[src/rtl/ravenoc_axi_wr_arb.sv]
// Round-robin arbiter that shares one RaveNoC AXI write port among N_REQ local masters,
// running one complete AW / W burst / B transaction per grant.
module ravenoc_axi_wr_arb #(
   parameter int N_REQ  = 4,
   parameter int ADDR_W = 32,
   parameter int DATA_W = 32,
   parameter int LEN_W  = 8
) (
   input  logic                      clk_axi,
   input  logic                      arst_axi,
   input  logic [N_REQ-1:0]          req_awvalid,
   input  logic [N_REQ*ADDR_W-1:0]   req_awaddr,
   input  logic [N_REQ*LEN_W-1:0]    req_awlen,
   output logic [N_REQ-1:0]          req_awready,
   input  logic [N_REQ-1:0]          req_wvalid,
   input  logic [N_REQ*DATA_W-1:0]   req_wdata,
   input  logic [N_REQ-1:0]          req_wlast,
   output logic [N_REQ-1:0]          req_wready,
   output logic [N_REQ-1:0]          req_bvalid,
   output logic [1:0]                req_bresp,
   input  logic [N_REQ-1:0]          req_bready,
   output logic                      m_awvalid,
   input  logic                      m_awready,
   output logic [ADDR_W-1:0]         m_awaddr,
   output logic [LEN_W-1:0]          m_awlen,
   output logic                      m_wvalid,
   input  logic                      m_wready,
   output logic [DATA_W-1:0]         m_wdata,
   output logic                      m_wlast,
   input  logic                      m_bvalid,
   output logic                      m_bready,
   input  logic [1:0]                m_bresp,
   output logic [N_REQ-1:0]          grant,
   output logic                      wlast_err
);

   localparam int IDX_W = (N_REQ > 1) ? $clog2(N_REQ) : 1;

   typedef enum logic [1:0] {IDLE, ADDR, DATA, RESP} state_t;

   state_t            state, next_state;
   logic [IDX_W-1:0]  rr_ptr;
   logic [IDX_W-1:0]  owner;
   logic [IDX_W-1:0]  win_idx;
   logic [IDX_W-1:0]  cand;
   logic              win_found;
   logic [LEN_W-1:0]  beat_cnt;
   logic              aw_hs, w_hs, b_hs;

   // Search starts just after the last owner, so the last owner has lowest priority.
   always_comb begin
      win_found = 1'b0;
      win_idx   = '0;
      cand      = '0;
      for (int k = 1; k <= N_REQ; k++) begin
         cand = IDX_W'((int'(rr_ptr) + k) % N_REQ);
         if (!win_found && req_awvalid[cand]) begin
            win_found = 1'b1;
            win_idx   = cand;
         end
      end
   end

   // NOTE: every output of this block gets a default first, so no path can infer a latch.
   always_comb begin
      next_state  = state;
      req_awready = '0;
      req_wready  = '0;
      req_bvalid  = '0;
      req_bresp   = '0;
      m_awvalid   = 1'b0;
      m_awaddr    = '0;
      m_awlen     = '0;
      m_wvalid    = 1'b0;
      m_wdata     = '0;
      m_wlast     = 1'b0;
      m_bready    = 1'b0;
      aw_hs       = 1'b0;
      w_hs        = 1'b0;
      b_hs        = 1'b0;
      case (state)
         IDLE: begin
            if (win_found) next_state = ADDR;
         end
         ADDR: begin
            m_awvalid          = req_awvalid[owner];
            m_awaddr           = req_awaddr[int'(owner)*ADDR_W +: ADDR_W];
            m_awlen            = req_awlen[int'(owner)*LEN_W +: LEN_W];
            req_awready[owner] = m_awready;
            aw_hs              = m_awvalid && m_awready;
            if (aw_hs) next_state = DATA;
         end
         DATA: begin
            m_wvalid          = req_wvalid[owner];
            m_wdata           = req_wdata[int'(owner)*DATA_W +: DATA_W];
            m_wlast           = (beat_cnt == '0);
            req_wready[owner] = m_wready;
            w_hs              = m_wvalid && m_wready;
            if (w_hs && m_wlast) next_state = RESP;
         end
         RESP: begin
            req_bvalid[owner] = m_bvalid;
            req_bresp         = m_bresp;
            m_bready          = req_bready[owner];
            b_hs              = m_bvalid && m_bready;
            if (b_hs) next_state = IDLE;
         end
         default: next_state = IDLE;
      endcase
   end

   // NOTE: sequential state uses non-blocking assignments so every register samples pre-edge values.
   always_ff @(posedge clk_axi or negedge arst_axi) begin
      if (!arst_axi) state <= IDLE;
      else           state <= next_state;
   end

   always_ff @(posedge clk_axi or negedge arst_axi) begin
      if (!arst_axi) begin
         rr_ptr    <= IDX_W'(N_REQ - 1);
         owner     <= '0;
         grant     <= '0;
         beat_cnt  <= '0;
         wlast_err <= 1'b0;
      end else begin
         if (state == IDLE && win_found) begin
            owner <= win_idx;
            grant <= {{(N_REQ-1){1'b0}}, 1'b1} << win_idx;
         end
         if (aw_hs) beat_cnt <= m_awlen;
         // The burst length comes from the latched awlen; the requester's wlast is only audited.
         if (w_hs) begin
            if (beat_cnt != '0) beat_cnt <= beat_cnt - LEN_W'(1);
            if (req_wlast[owner] != m_wlast) wlast_err <= 1'b1;
         end
         if (b_hs) begin
            rr_ptr <= owner;
            grant  <= '0;
         end
      end
   end

endmodule

[config.mk]
export PLATFORM = sky130hd
export DESIGN_NAME = ravenoc_axi_wr_arb
export DESIGN_NICKNAME = d
export VERILOG_FILES = /design/src/rtl/ravenoc_axi_wr_arb.sv
export SDC_FILE = /design/constraint.sdc
export NUM_CORES = 1
export LEC_CHECK = 0
export ABC_AREA = 1
export CORE_AREA = 2 2 156 158
export CTS_BUF_LIST = sky130_fd_sc_hd__clkbuf_8
export DETAILED_ROUTE_END_ITERATION = 10
export DIE_AREA = 0 0 158 160
export PLACE_DENSITY = 0.58
export SYNTH_ARGS = -nofsm -noshare
export SYNTH_HDL_FRONTEND = slang
export SYNTH_SLANG_ARGS = --single-unit
[constraint.sdc]
create_clock -name clk_axi -period 2.38 [get_ports clk_axi]
set_clock_uncertainty 0.2 [all_clocks]
set_input_delay 0.476 -clock clk_axi [delete_from_list [all_inputs] [get_ports clk_axi]]
set_output_delay 0.476 -clock clk_axi [all_outputs]
set_load 0.01 [all_outputs]
-- Word-level counts from Yosys, hierarchy flattened
Index checks and enable logic that the tools add are counted.
- output and inout port bits: 95
- word-level logic and storage cells: 100
- input port bits: 311
- flip-flop bits (word level): 19
- eq/ne operators: 8
- reductions and logical operators: 18
- order comparisons: 6
- muxes and demuxes: 50
- add/subtract/negate cells: 5
- shift operators: 4
- bitwise operators: 3
- operator list (kind ; count):
    indexed part select 128 x 8 -> 32 bit ; 2
    two-way mux 32 bit ; 2
    two-way mux 8 bit ; 4
    indexed part select 32 x 6 -> 8 bit ; 1
    two-way mux 1 bit ; 20
    two-way mux 4 bit ; 5
    two-way mux 2 bit ; 9
    binary-select mux 1 bit (select 2 bit) ; 8
    < comparator 2 x 3 -> 1 bit (second input constant) ; 5
    AND 4 bit ; 3
    logical AND 1 bit ; 9
    logical NOT 8 bit ; 1
    != test 2 bit (second input constant) ; 4
    case mux 2 bit (4 select lines) ; 1
    nonzero test 8 bit ; 1
    subtractor 8 x 1 -> 8 bit (second input constant) ; 1
    adder 2 x 1 -> 2 bit (second input constant) ; 2
    adder 2 bit (second input constant) ; 2
    == test 2 bit (second input constant) ; 2
    AND reduction 4 bit ; 1
    left shift 1 x 2 -> 4 bit (first input constant) ; 1
    logical NOT 1 bit ; 3
    demux 1 bit (select 2 bit) ; 1
    == test 2 x 1 -> 1 bit (second input constant) ; 1
    other kinds (5) ; 5

-- Depth between registers and ports, before layout
Gate-level depths: netlist of run 1.
- word-level depth: 16
- mapped depth: 13
- mapped depth without buffers: 12

-- Worst setup path before layout of run 1
Ideal clock, no wire load.
- path type: register to output
- from: reg state[1]
- to: out m_awlen[0]
- path buffers: 2
- stages on the path, launching flop included: 7
- path slack: 0.229 ns
- data arrival time: 1.475 ns
- cell sequence: dfrtp_1 > inv_1 > ha_1 > inv_1 > clkbuf_1 > clkbuf_1 > nor2_1
- word-level cells in the longest chain between the ends: 2
- ends and longest elaborated chain (item ; RTL line ; text):
    start: declaration ; 41 ; state_t state, next_state;
    start signal: assignment ; 115 ; else state <= next_state;
    == test 2 x 1 -> 1 bit ; 81 ; case (state)
    two-way mux 8 bit ; 81 ;
    end: declaration ; 25 ; output logic [LEN_W-1:0] m_awlen,
No other way between the ends.

-- Final worst setup path of run 1
- from: reg owner[0]
- to: out m_awlen[4]
- word-level cells in the longest chain between the ends: 2
- ends and longest elaborated chain (item ; RTL line ; text):
    start: declaration ; 43 ; logic [IDX_W-1:0] owner;
    start signal: assignment ; 127 ; owner <= win_idx;
    indexed part select 32 x 6 -> 8 bit ; 88 ; m_awlen = req_awlen[int'(owner)*LEN_W +: LEN_W];
    two-way mux 8 bit ; 81 ;
No other way between the ends.

==> results of run 1 <==
-- metal layers --
layer	wire length (um)	part of all wire, %
met4	561	2.2
met5	0	0
met2	13100	51
met3	1670	6.5
met1	10400	40
-- synth_stat cells (3+ instances only) --
| library cell | instances |
|---|---|
| inv_2 | 8 |
| a21oi_1 | 66 |
| dfrtp_1 | 17 |
| ha_1 | 6 |
| buf_4 | 16 |
| xnor2_1 | 4 |
| o21ai_0 | 3 |
| a22oi_1 | 128 |
| nand2_2 | 7 |
| inv_1 | 35 |
| nor2_2 | 4 |
| nand2_1 | 139 |
| a31oi_1 | 5 |
| nand3_1 | 15 |
| nor2_1 | 36 |
| nand4_1 | 5 |
| buf_2 | 12 |
| nand3_2 | 3 |
| buf_6 | 4 |
| o21ai_1 | 7 |
| clkbuf_1 | 9 |
-- what timing repair did --
| action | in CTS | in global routing |
|---|---|---|
| hold endpoints to repair | 0 | 0 |
| setup endpoints to repair | 89 | 80 |
| hold buffers | 0 | 0 |
| gates resized for setup | 295 | 157 |
| buffers inserted | 13 | 21 |
| pin swaps | 9 | 56 |
| gates cloned | 8 | 4 |
-- area by class of cell --
class                   instances  share of cell area [%]
repair buffers                526                    56.3
clock inverters                 1                  0.0414
inverters                      44                    1.92
well taps                     324                    4.47
diodes                          4                   0.110
flip-flops and latches         19                    5.29
multi-input cells             444                    31.4
clock buffers                   3                   0.455
-- cells in the final DEF, fill, tap and decap left out, types with 16 or more instances in the layout --
cell and n:
a21oi_1 51, a21oi_2 16, a22oi_1 98, a22oi_2 30, buf_12 17, buf_2 66
buf_4 77, buf_6 20, clkdlybuf4s50_1 315, inv_1 31, nand2_1 127, nand2_2 17
nor2_1 32
-- per-stage QoR --
| stage | setup slack, ns | instance area, um2 | hold WS (ns) | util [%] | setup TNS, ns |
|---|---|---|---|---|---|
| final | -0.153 | 9070 | 0.280 | 38.1 | -2.82 |
| after global routing | -0.221 | 9070 | 0.310 | 38.1 | -8.84 |
| after CTS | -0.215 | 8830 | 0.295 | 37.1 | -7.18 |
| after detailed placement | -0.320 | 8430 | 0.266 | 35.4 | -17.75 |
| after global placement | -0.327 | 8430 | 0.249 | 35.4 | -16.28 |
| after floorplan | 0.229 | 3410 | -0.0196 | - | 0 |
-- power by group through the flow --
stage          registers [mW]  clock network [mW]  logic (mW)
4_1_cts                 0.648               0.240        7.93
3_5_place_dp            0.648                   0        7.14
3_3_place_gp            0.643                   0        7.12
5_1_grt                 0.683               0.251        9.13
2_1_floorplan           0.614                   0        3.50
6_report                0.654               0.236        8.46
-- state kept, by name, indices dropped and copies added (netlist names) --
name	cells
state	2
wlast_err	1
rr_ptr	2
grant	4
beat_cnt	8
owner	2
-- tightest hold or removal path, delay by kind of cell, from the launching register on --
| kind | cells | cell delay, ns |
|---|---|---|
| buffers and inverters | 1 | 0.04 |
| DFF | 1 | 0.35 |
| and+or+nand+nor | 1 | 0.06 |
-- kinds of logic (layout without fill, tap and decap cells) --
family | Yosys count | after routing | share of synthesized area (%)
other | 0 | 4 | 0
XOR/XNOR | 6 | 6 | 1.54
buffers and inverters | 85 | 574 | 12.4
AO/OA/AOI/OAI | 215 | 215 | 42.1
AND/OR/NAND/NOR | 217 | 217 | 27.7
adder cells (fa/ha/maj) | 6 | 6 | 2.20
flip-flops | 19 | 19 | 14.0
-- final timing paths --
check,startpoint,endpoint,slack (ns),cells past startpoint
max in group asynchronous,arst_axi,rr_ptr[1]$_DFFE_PN1P_,1.36,2
min,wlast_err$_DFFE_PN0P_,wlast_err$_DFFE_PN0P_,0.28,2
max,owner[0]$_DFFE_PN0P_,m_awlen[4],-0.15,9
min reg2reg,wlast_err$_DFFE_PN0P_,wlast_err$_DFFE_PN0P_,0.28,2
max reg2reg,owner[0]$_DFFE_PN0P_,beat_cnt[1]$_DFF_PN0_,0.21,13
min in group asynchronous,arst_axi,beat_cnt[0]$_DFF_PN0_,0.34,2
==> results.json, run 1 <==
{
  "status": "complete, but fails checks",
  "violations": "setup timing",
  "grt_use_met3_pct": 2.42,
  "crit_path_start_kind": "flip-flop",
  "seq_area_um2": 480,
  "crit_path_max_incr_delay_ns": 0.49,
  "crit_path_top_delay_cell": "dfrtp_2",
  "htreeDepth": 1,
  "synthToLayoutAreaGrowth_pct": 166,
  "cts_sinks": 19,
  "start_util_pct": 14.3,
  "powerDensity_mw_per_mm2": 1030,
  "synth_cell_types": 34,
  "seqPwrFrac_pct": 7.0,
  "crit_path_max_fanout": 7,
  "grt_util_met2_pct": 32.7,
  "critPathBufInv": 5,
  "fin_cells": 1365,
  "syn_nets": 865,
  "placeableCoreArea_mm2": 0.0238,
  "power_mw": 9.34,
  "synthCells": 548,
  "ys_seq_area_share_pct": 14.0,
  "hpwl_um": 19300,
  "gp_congestion": 0.892,
  "rsz0062_at_grt": "true",
  "crit_top_cell": "buf_12",
  "clockPowerShare_pct": 2.5,
  "crit_chain": "nor2_4 -> buf_12 -> buf_12 -> buf_12 -> nand2_2 -> nand2_2 -> inv_2 -> a31oi_4 -> buf_2",
  "cts.clk_slew.worst_paths_ns": 0.08,
  "p_leak_nw": 3.94,
  "nets": 1355,
  "synth_area_leaders": "a22oi_1, nand2_1, dfrtp_1, a21oi_1, nor2_1",
  "yosysWarnings": 0,
  "final_hold_viol_count": 0,
  "die_area_mm2": 0.0253,
  "syn_avg_cell_area_um2": 6.23,
  "busiest_layer": "met2",
  "switching_share_pct": 47.8,
  "min_period_ns": 2.53,
  "fin_ws_ns": -0.153,
  "grt_use_total_pct": 18.1,
  "vias": 6043,
  "vdd_drop_max_mv": 0.445,
  "endpoint_kind": "output port",
  "comb_power_share_pct": 90.5,
  "crit_family": "buffers and inverters",
  "final_max_slew_viol_count": 0,
  "cp_data_required_time_ns": 1.70,
  "yosysTopAreaCellShare_pct": 28.2,
  "clk_path_buf_depth": 2,
  "tritoncts": "yes",
  "fmax_mhz": 395,
  "p_switching_mw": 4.47,
  "nFillCells": 2506,
  "drv_cap": 0,
  "synth-edff-count": 0,
  "numCtsBuffers": 3,
  "clk_latency_ns": 0.27,
  "die_y_um": 160,
  "gr-usage-met1_pct": 22.0,
  "worstPathArrival_ns": 1.86,
  "worst_pin_slew_ns": 0.325,
  "via_per_inst": 4.43,
  "netlist_area_mm2": 0.00341,
  "p_int_mw": 4.88,
  "relSlewSlack_pct": 78.3,
  "synthArstFlopShare_pct": 100,
  "setup_viol": 56,
  "grt_pass1_wl_um": 35000,
  "worstHoldPathType": "flip-flop to flip-flop",
  "grt_pass1_vias": 5963,
  "root_buffer": "clkbuf_8",
  "drt_first_iter_violations": 312,
  "row_count": 57,
  "dp.cells": 1318,
  "routed_wl_um": 25700,
  "wl_per_cell_um": 18.8,
  "chipWidth_um": 158,
  "synth-seq-cells": 19,
  "synth_ff_type": "dfrtp_1",
  "port-buffer-count": 405,
  "ant_nets": 0,
  "drc": 0,
  "layout-drive-gt1-share_pct": 29.7,
  "grt_max_degree": 29,
  "antenna_found_initial": 4,
  "grt-ovfl-total": 0,
  "pin_count": 406,
  "multiInputGateArea_mm2": 0.00285,
  "drt_first_pass_iters": 5,
  "synth_area_leader_cell": "a22oi_1",
  "period_share_pct": 106,
  "critPathKind": "flip-flop to output port"
}
No activity file was read; power rests on OpenSTA's default activity.
==> run 2, diff against run 1 <==
CAP_MARGIN = 10   (was default)
SLEW_MARGIN = 20   (was default)
==> results of run 2 <==
The final DEF is identical to that of run 1; final timing and power are the same.
